===== config.mk =====
export PLATFORM = sky130hd
export DESIGN_NAME = nes_joypad_port
export DESIGN_NICKNAME = d
export VERILOG_FILES = /design/src/rtl/nes_joypad_port.sv
export SDC_FILE = /design/constraint.sdc
export NUM_CORES = 1
export LEC_CHECK = 0
export CORE_ASPECT_RATIO = 0.9
export CORE_MARGIN = 2
export CORE_UTILIZATION = 39
export CTS_BUF_LIST = sky130_fd_sc_hd__clkbuf_2
export CTS_CLUSTER_SIZE = 16
export DETAILED_ROUTE_END_ITERATION = 10
export PLACE_DENSITY = 0.77
export SYNTH_ARGS = -nofsm -noshare
export SYNTH_HDL_FRONTEND = slang
export SYNTH_SLANG_ARGS = --single-unit

===== constraint.sdc =====
create_clock -name clk_ph2 -period 1.3 [get_ports clk_ph2]
set_input_delay 0.26 -clock clk_ph2 [delete_from_list [all_inputs] [get_ports clk_ph2]]
set_output_delay 0.26 -clock clk_ph2 [all_outputs]
set_load 0.01 [all_outputs]

===== src/rtl/nes_joypad_port.sv =====
// ---------------------------------------------------------------------------
// nes_joypad_port
//
// CPU-bus responder for the NES controller registers $4016/$4017. It decodes
// CPU accesses, returns the serial bit of each controller port on reads,
// drives the shared parallel-load strobe (pad_latch) and a per-port serial
// clock, and samples the per-port serial data through 2-FF synchronisers.
//
// Parameters:
//   CLK_PULSE    length of each pad_clk low pulse in clk_ph2 cycles (1..255)
//   OPEN_BUS_HI  value returned on Data_bus_out[7:5] for controller reads
//
// Ports:
//   clk_ph2       system clock, all state updates on the rising edge
//   rst           asynchronous active-high reset
//   bus_en        one-cycle qualifier for Addr_bus / R_nW / Data_bus_in
//   Addr_bus      CPU address
//   Data_bus_in   CPU write data (only bit 0 matters, for $4016)
//   R_nW          1 = read, 0 = write
//   Data_bus_out  read data, valid the cycle after a controller read
//   rd_hit        high for one cycle when Data_bus_out carries read data
//   pad_latch     controller parallel-load strobe, active high
//   pad_clk       per-port serial clock, idle high, pulses low
//                 (bit 0 = $4016, bit 1 = $4017)
//   pad_data      per-port serial data, active low, asynchronous
//
// Optional build macro JOYPAD_DBG_EN adds pad0_dbg / pad1_dbg (history of the
// last eight bits returned per port, newest in bit 0) and rd_cnt0_dbg /
// rd_cnt1_dbg (reads per port mod 8, cleared by writing strobe = 1).
// ---------------------------------------------------------------------------
module nes_joypad_port #(
  parameter int         CLK_PULSE   = 4,
  parameter logic [2:0] OPEN_BUS_HI = 3'b010
) (
  input  logic        clk_ph2,
  input  logic        rst,
  input  logic        bus_en,
  input  logic [15:0] Addr_bus,
  input  logic [7:0]  Data_bus_in,
  input  logic        R_nW,
  output logic [7:0]  Data_bus_out,
  output logic        rd_hit,
  output logic        pad_latch,
  output logic [1:0]  pad_clk,
  input  logic [1:0]  pad_data
`ifdef JOYPAD_DBG_EN
  ,
  output logic [7:0]  pad0_dbg,
  output logic [7:0]  pad1_dbg,
  output logic [2:0]  rd_cnt0_dbg,
  output logic [2:0]  rd_cnt1_dbg
`endif
);

  // Counter only has to hold CLK_PULSE, so it can never wrap.
  localparam int            CW         = $clog2(CLK_PULSE + 1);
  localparam logic [CW-1:0] PULSE_LOAD = CW'(CLK_PULSE);

  typedef enum logic {
    ST_IDLE  = 1'b0,
    ST_PULSE = 1'b1
  } pstate_t;

  // -------------------------------------------------------------------------
  // Address decode
  // -------------------------------------------------------------------------
  logic [1:0] hit;
  logic [1:0] rd_req;
  logic       wr_4016;
  logic       strobe_set;

  assign hit[0]     = (Addr_bus == 16'h4016);
  assign hit[1]     = (Addr_bus == 16'h4017);
  assign rd_req     = {2{bus_en & R_nW}} & hit;
  assign wr_4016    = bus_en & ~R_nW & hit[0];
  assign strobe_set = wr_4016 & Data_bus_in[0];

  // Only the strobe bit of a $4016 write is meaningful.
  logic unused_wr_bits;
  assign unused_wr_bits = ^Data_bus_in[7:1];

  // -------------------------------------------------------------------------
  // pad_data synchronisers (reset to the "not pressed" level)
  // -------------------------------------------------------------------------
  logic [1:0] sync1_reg;
  logic [1:0] sync2_reg;

  always_ff @(posedge clk_ph2 or posedge rst) begin
    if (rst) begin
      sync1_reg <= 2'b11;
      sync2_reg <= 2'b11;
    end else begin
      sync1_reg <= pad_data;
      sync2_reg <= sync1_reg;
    end
  end

  // -------------------------------------------------------------------------
  // Strobe register; pad_latch is driven straight from it
  // -------------------------------------------------------------------------
  logic strobe_reg;

  always_ff @(posedge clk_ph2 or posedge rst) begin
    if (rst) begin
      strobe_reg <= 1'b0;
    end else if (wr_4016) begin
      strobe_reg <= Data_bus_in[0];
    end
  end

  assign pad_latch = strobe_reg;

  // -------------------------------------------------------------------------
  // Read response: one cycle latency. The bit is taken from the synchroniser
  // in the read cycle itself, i.e. before the pulse this read starts can
  // shift the pad.
  // -------------------------------------------------------------------------
  logic [7:0] data_out_reg;
  logic       rd_hit_reg;

  always_ff @(posedge clk_ph2 or posedge rst) begin
    if (rst) begin
      data_out_reg <= 8'h00;
      rd_hit_reg   <= 1'b0;
    end else begin
      rd_hit_reg <= |rd_req;
      if (rd_req[0]) begin
        data_out_reg <= {OPEN_BUS_HI, 4'b0000, ~sync2_reg[0]};
      end else if (rd_req[1]) begin
        data_out_reg <= {OPEN_BUS_HI, 4'b0000, ~sync2_reg[1]};
      end else begin
        data_out_reg <= 8'h00;
      end
    end
  end

  assign Data_bus_out = data_out_reg;
  assign rd_hit       = rd_hit_reg;

  // -------------------------------------------------------------------------
  // Per-port serial clock FSM
  // -------------------------------------------------------------------------
`ifdef JOYPAD_DBG_EN
  logic [7:0] pad_dbg_reg [2];
  logic [2:0] rd_cnt_reg  [2];
`endif

  generate
    for (genvar gi = 0; gi < 2; gi++) begin : g_port
      pstate_t       state_reg;
      pstate_t       state_next;
      logic [CW-1:0] cnt_reg;
      logic [CW-1:0] cnt_next;
      logic          clk_level;

      always_ff @(posedge clk_ph2 or posedge rst) begin
        if (rst) begin
          state_reg <= ST_IDLE;
          cnt_reg   <= '0;
        end else begin
          state_reg <= state_next;
          cnt_reg   <= cnt_next;
        end
      end

      always_comb begin
        state_next = state_reg;
        cnt_next   = cnt_reg;
        case (state_reg)
          ST_IDLE: begin
            // While strobe is high the pad is in parallel load: no clock.
            if (rd_req[gi] && !strobe_reg) begin
              state_next = ST_PULSE;
              cnt_next   = PULSE_LOAD;
            end
          end
          ST_PULSE: begin
            if (strobe_set) begin
              // Re-entering parallel load cancels the shift.
              state_next = ST_IDLE;
              cnt_next   = '0;
            end else if (rd_req[gi]) begin
              // Stretch the same low phase; no extra edge reaches the pad.
              cnt_next = PULSE_LOAD;
            end else if (cnt_reg <= CW'(1)) begin
              state_next = ST_IDLE;
              cnt_next   = '0;
            end else begin
              cnt_next = cnt_reg - CW'(1);
            end
          end
          default: begin
            state_next = ST_IDLE;
            cnt_next   = '0;
          end
        endcase
      end

      always_comb begin
        clk_level = (state_reg == ST_IDLE);
      end

      assign pad_clk[gi] = clk_level;

`ifdef JOYPAD_DBG_EN
      always_ff @(posedge clk_ph2 or posedge rst) begin
        if (rst) begin
          pad_dbg_reg[gi] <= 8'h00;
          rd_cnt_reg[gi]  <= 3'd0;
        end else begin
          if (rd_req[gi]) begin
            pad_dbg_reg[gi] <= {pad_dbg_reg[gi][6:0], ~sync2_reg[gi]};
          end
          if (strobe_set) begin
            rd_cnt_reg[gi] <= 3'd0;
          end else if (rd_req[gi]) begin
            rd_cnt_reg[gi] <= rd_cnt_reg[gi] + 3'd1;
          end
        end
      end
`endif
    end
  endgenerate

`ifdef JOYPAD_DBG_EN
  assign pad0_dbg    = pad_dbg_reg[0];
  assign pad1_dbg    = pad_dbg_reg[1];
  assign rd_cnt0_dbg = rd_cnt_reg[0];
  assign rd_cnt1_dbg = rd_cnt_reg[1];
`endif

endmodule


==> results by group <==
Run status
  • Status: finished, violations left
  • Failing checks: setup timing

Synth
  • Area of the mapped netlist: 995 um^2
  • YS warnings: 0
  • Cell taking the most area after synthesis: dfrtp_1
  • Sequential-to-total area share from yosys stat: 0.382
  • Cell with the most instances after synthesis: dfrtp_1
  • Synth top area share: 0.277
  • Post-synth top cells: dfrtp_1, buf_4, inv_1, nand2b_1, o22ai_1
  • Cell variety after synth: 40
  • Syn Inst Count: 93
  • Number of synthesized flops with an enable pin: 0
  • Synth area leaders: dfrtp_1, dfstp_2, buf_4
  • Predominant post-synthesis flop cell: dfrtp_1
  • Flop and latch count out of synthesis: 15
  • Ys async rst share: 1.00
  • Synthesized area per cell: 10.7 um^2

Critical path
  • Worst EP arrival: 1.76 ns
  • R2R setup slack: -0.23 ns
  • Startpoint Class: register
  • Source of the critical timing path: g_port[1].cnt_reg[0]$_DFFE_PP0P_
  • Largest stage delay on the critical path: 0.46 ns
  • Worst path required time: 1.53 ns
  • CP Max Fanout: 3
  • CP cell instances: ha_4, o21bai_4, or2b_4, a21bo_4, o32ai_2
  • Worst R2R End: g_port[1].cnt_reg[0]$_DFFE_PP0P_
  • R2R Path Start: g_port[1].cnt_reg[0]$_DFFE_PP0P_
  • CP Depth: 5
  • Critical path class: register to register
  • Family with the most delay on the worst path: compound AO/OA/AOI/OAI gates
  • Worst setup EP type: register
  • End point of the critical path: g_port[1].cnt_reg[0]$_DFFE_PP0P_
  • CP Buf/Inv Count: 0
  • Slowest CP cell: dfrtp_1
  • Worst reg2reg path depth: 5

Final layout
  • Fin nets: 176
  • Diodes inserted: 0
  • Register area: 380 um^2
  • Multi-input gate area: 691 um^2
  • Fillers: 194
  • Non-Filler Instances: 169
  • Synth-to-layout area growth: 59.1%
  • Design Area, Final: 0.00158 mm^2
  • Share of layout cells above drive strength 1: 0.589
  • Max FFs per register: 6
  • Layout Utilization: 0.647

CTS
  • CTS root buffer: clkbuf_2
  • H-tree levels: 1
  • CTS buffer count: 3
  • Clk slew on worst S/H paths: 0.17 ns
  • Max Buffers Root-to-Sink: 2
  • CTS tree: done
  • CTS sink count: 15
  • Clk_lat worst skew: 0.30 ns

Placement
  • Final Wtd Congestion: 0.785
  • Setup WS pre-CTS: -0.682 ns
  • DP Area: 0.00135 mm^2
  • HPWL Detailed: 1.79 mm
  • Port Buffers: 28
  • Placed cells: 155

Run
  • Max-Cap Viols: 0

Floorplan
  • # IOs: 42
  • Initial Util: 0.407
  • Die Span Y: 51.9 um
  • # rows: 17
  • Die footprint: 0.00297 mm^2
  • Die Width: 57.2 um
  • Core ar.: 0.00245 mm^2

Pwr
  • Leak Pwr: 0.719 nW
  • Pwr Density: 532 mW/mm^2
  • Max IR drop VDD: 0.000697 V

Drt
  • 1st-pass router iterations: 4
  • Vias: 878
  • Vias/cell: 5.20
  • Avg WL per Cell: 15.7 um
  • WL final: 2.66 mm
  • Remaining antenna violation count after routing: 0
  • Initial DRC Count: 6
  • DRC Markers: 0

Hold path
  • Hold WC Path Type: input port to async pin

STA
  • RSZ-0062 raised after global routing: yes
  • Max Fclk: 654 MHz
  • Min cycle time layout: 1.53 ns
  • Setup Viol. Count Final: 7
  • Setup ws final: -0.229 ns
  • Tcrit/Tclk final: 1.18
  • Clock Skews: 0.0141 ns
  • Fin Setup TNS: -0.958 ns
  • Max Transition Viols Final: 0
  • Final Hold Viols: 0

Global routing
  • Vias in the first global route: 942
  • Total GRT Usage: 0.185
  • Largest net degree at the start of global routing: 16
  • First-pass GRT wire length: 4.22 mm
  • Antenna violations before repair: 0
  • Grt ovf: 0
routing by layer:
metal  vias up  routed length [um]  global-route usage
li1        420                   -                   -
met1       442                1070               0.205
met2        14                1490               0.356
met3         2                  69              0.0522
met4         0                  22              0.0310
met5         -                   0                   0
repair_timing:
| action | in CTS | in global routing |
|---|---|---|
| cloned | 0 | 0 |
| gates resized for setup | 85 | 29 |
| buffers inserted | 6 | 4 |
| pin swaps | 15 | 10 |
| hold buffers | 0 | 0 |
| endpoints found under the setup margin | 17 | 13 |
worst min-delay path: stages:
cell and delay [ns]:
clkdlybuf4s50_1 0.39, inv_1 0.05, buf_4 0.22
cell type report:
type                            instances  share of cell area
Clock buffer                            3             0.00949
Clock inverter                          1             0.00474
Inverter                                9              0.0213
Multi-Input combinational cell         61               0.436
Sequential cell                        15               0.240
Tap cell                               28              0.0221
Timing Repair Buffer                   52               0.266
cell usage in the layout, fill, tap and decap left out, drive strengths merged, types with 2 or more instances in the layout:
cell	count
mux2i	2
o41ai	2
nand2	2
nand2b	5
nor4b	3
nand3	4
a21oi	3
dlygate4sd2	4
o22ai	5
inv	9
ha	4
o21bai	2
clkbuf	4
clkdlybuf4s50	4
dfrtp	11
o32ai	2
dfstp	4
conb	6
clkdlybuf4s15	5
buf	37
a41o	2
and4b	2
o21ai	2
kinds of logic (layout without fill, tap and decap cells):
group           count (synthesis)  in the layout  share of synthesized area
simple gates                   25             25                      0.203
compound gates                 24             24                      0.208
buf+inv                        22             65                      0.133
flops                          15             15                      0.382
fa+ha+maj                       4              4                     0.0503
mux                             2              2                     0.0201
other cells                     1              6                    0.00377
power breakdown:
group	total, mW	switching, mW	leakage, nW	internal, mW
registers	0.480	0.00156	0.170	0.478
logic	0.125	0.0579	0.537	0.0668
clock network	0.238	0.166	0.0126	0.0718
total	0.843	0.226	0.719	0.617
metrics by stage:
| step | power (mW) | hold WS, ns |
|---|---|---|
| after detailed placement | 0.619 | 0.348 |
| after global routing | 0.870 | 0.245 |
| after floorplan | 0.542 | 0.159 |
| after CTS | 0.841 | 0.227 |
| after global placement | 0.612 | 0.346 |
| final | 0.843 | 0.230 |
worst min path at each step:
stage               cells after the start                                to                   start  slack (ns)
floorplan                               1         Data_bus_out[0]$_DFF_PP0_                     rst        0.16
global placement                        0            sync2_reg[1]$_DFF_PP1_  sync1_reg[1]$_DFF_PP1_        0.35
detailed placement                      0            sync2_reg[0]$_DFF_PP1_  sync1_reg[0]$_DFF_PP1_        0.35
CTS                                     3  g_port[1].cnt_reg[1]$_DFFE_PP0P_                     rst        0.23
global route                            3         Data_bus_out[0]$_DFF_PP0_                     rst        0.25
finish                                  3  g_port[1].cnt_reg[1]$_DFFE_PP0P_                     rst        0.23
No activity file was read; power rests on OpenSTA's default activity.
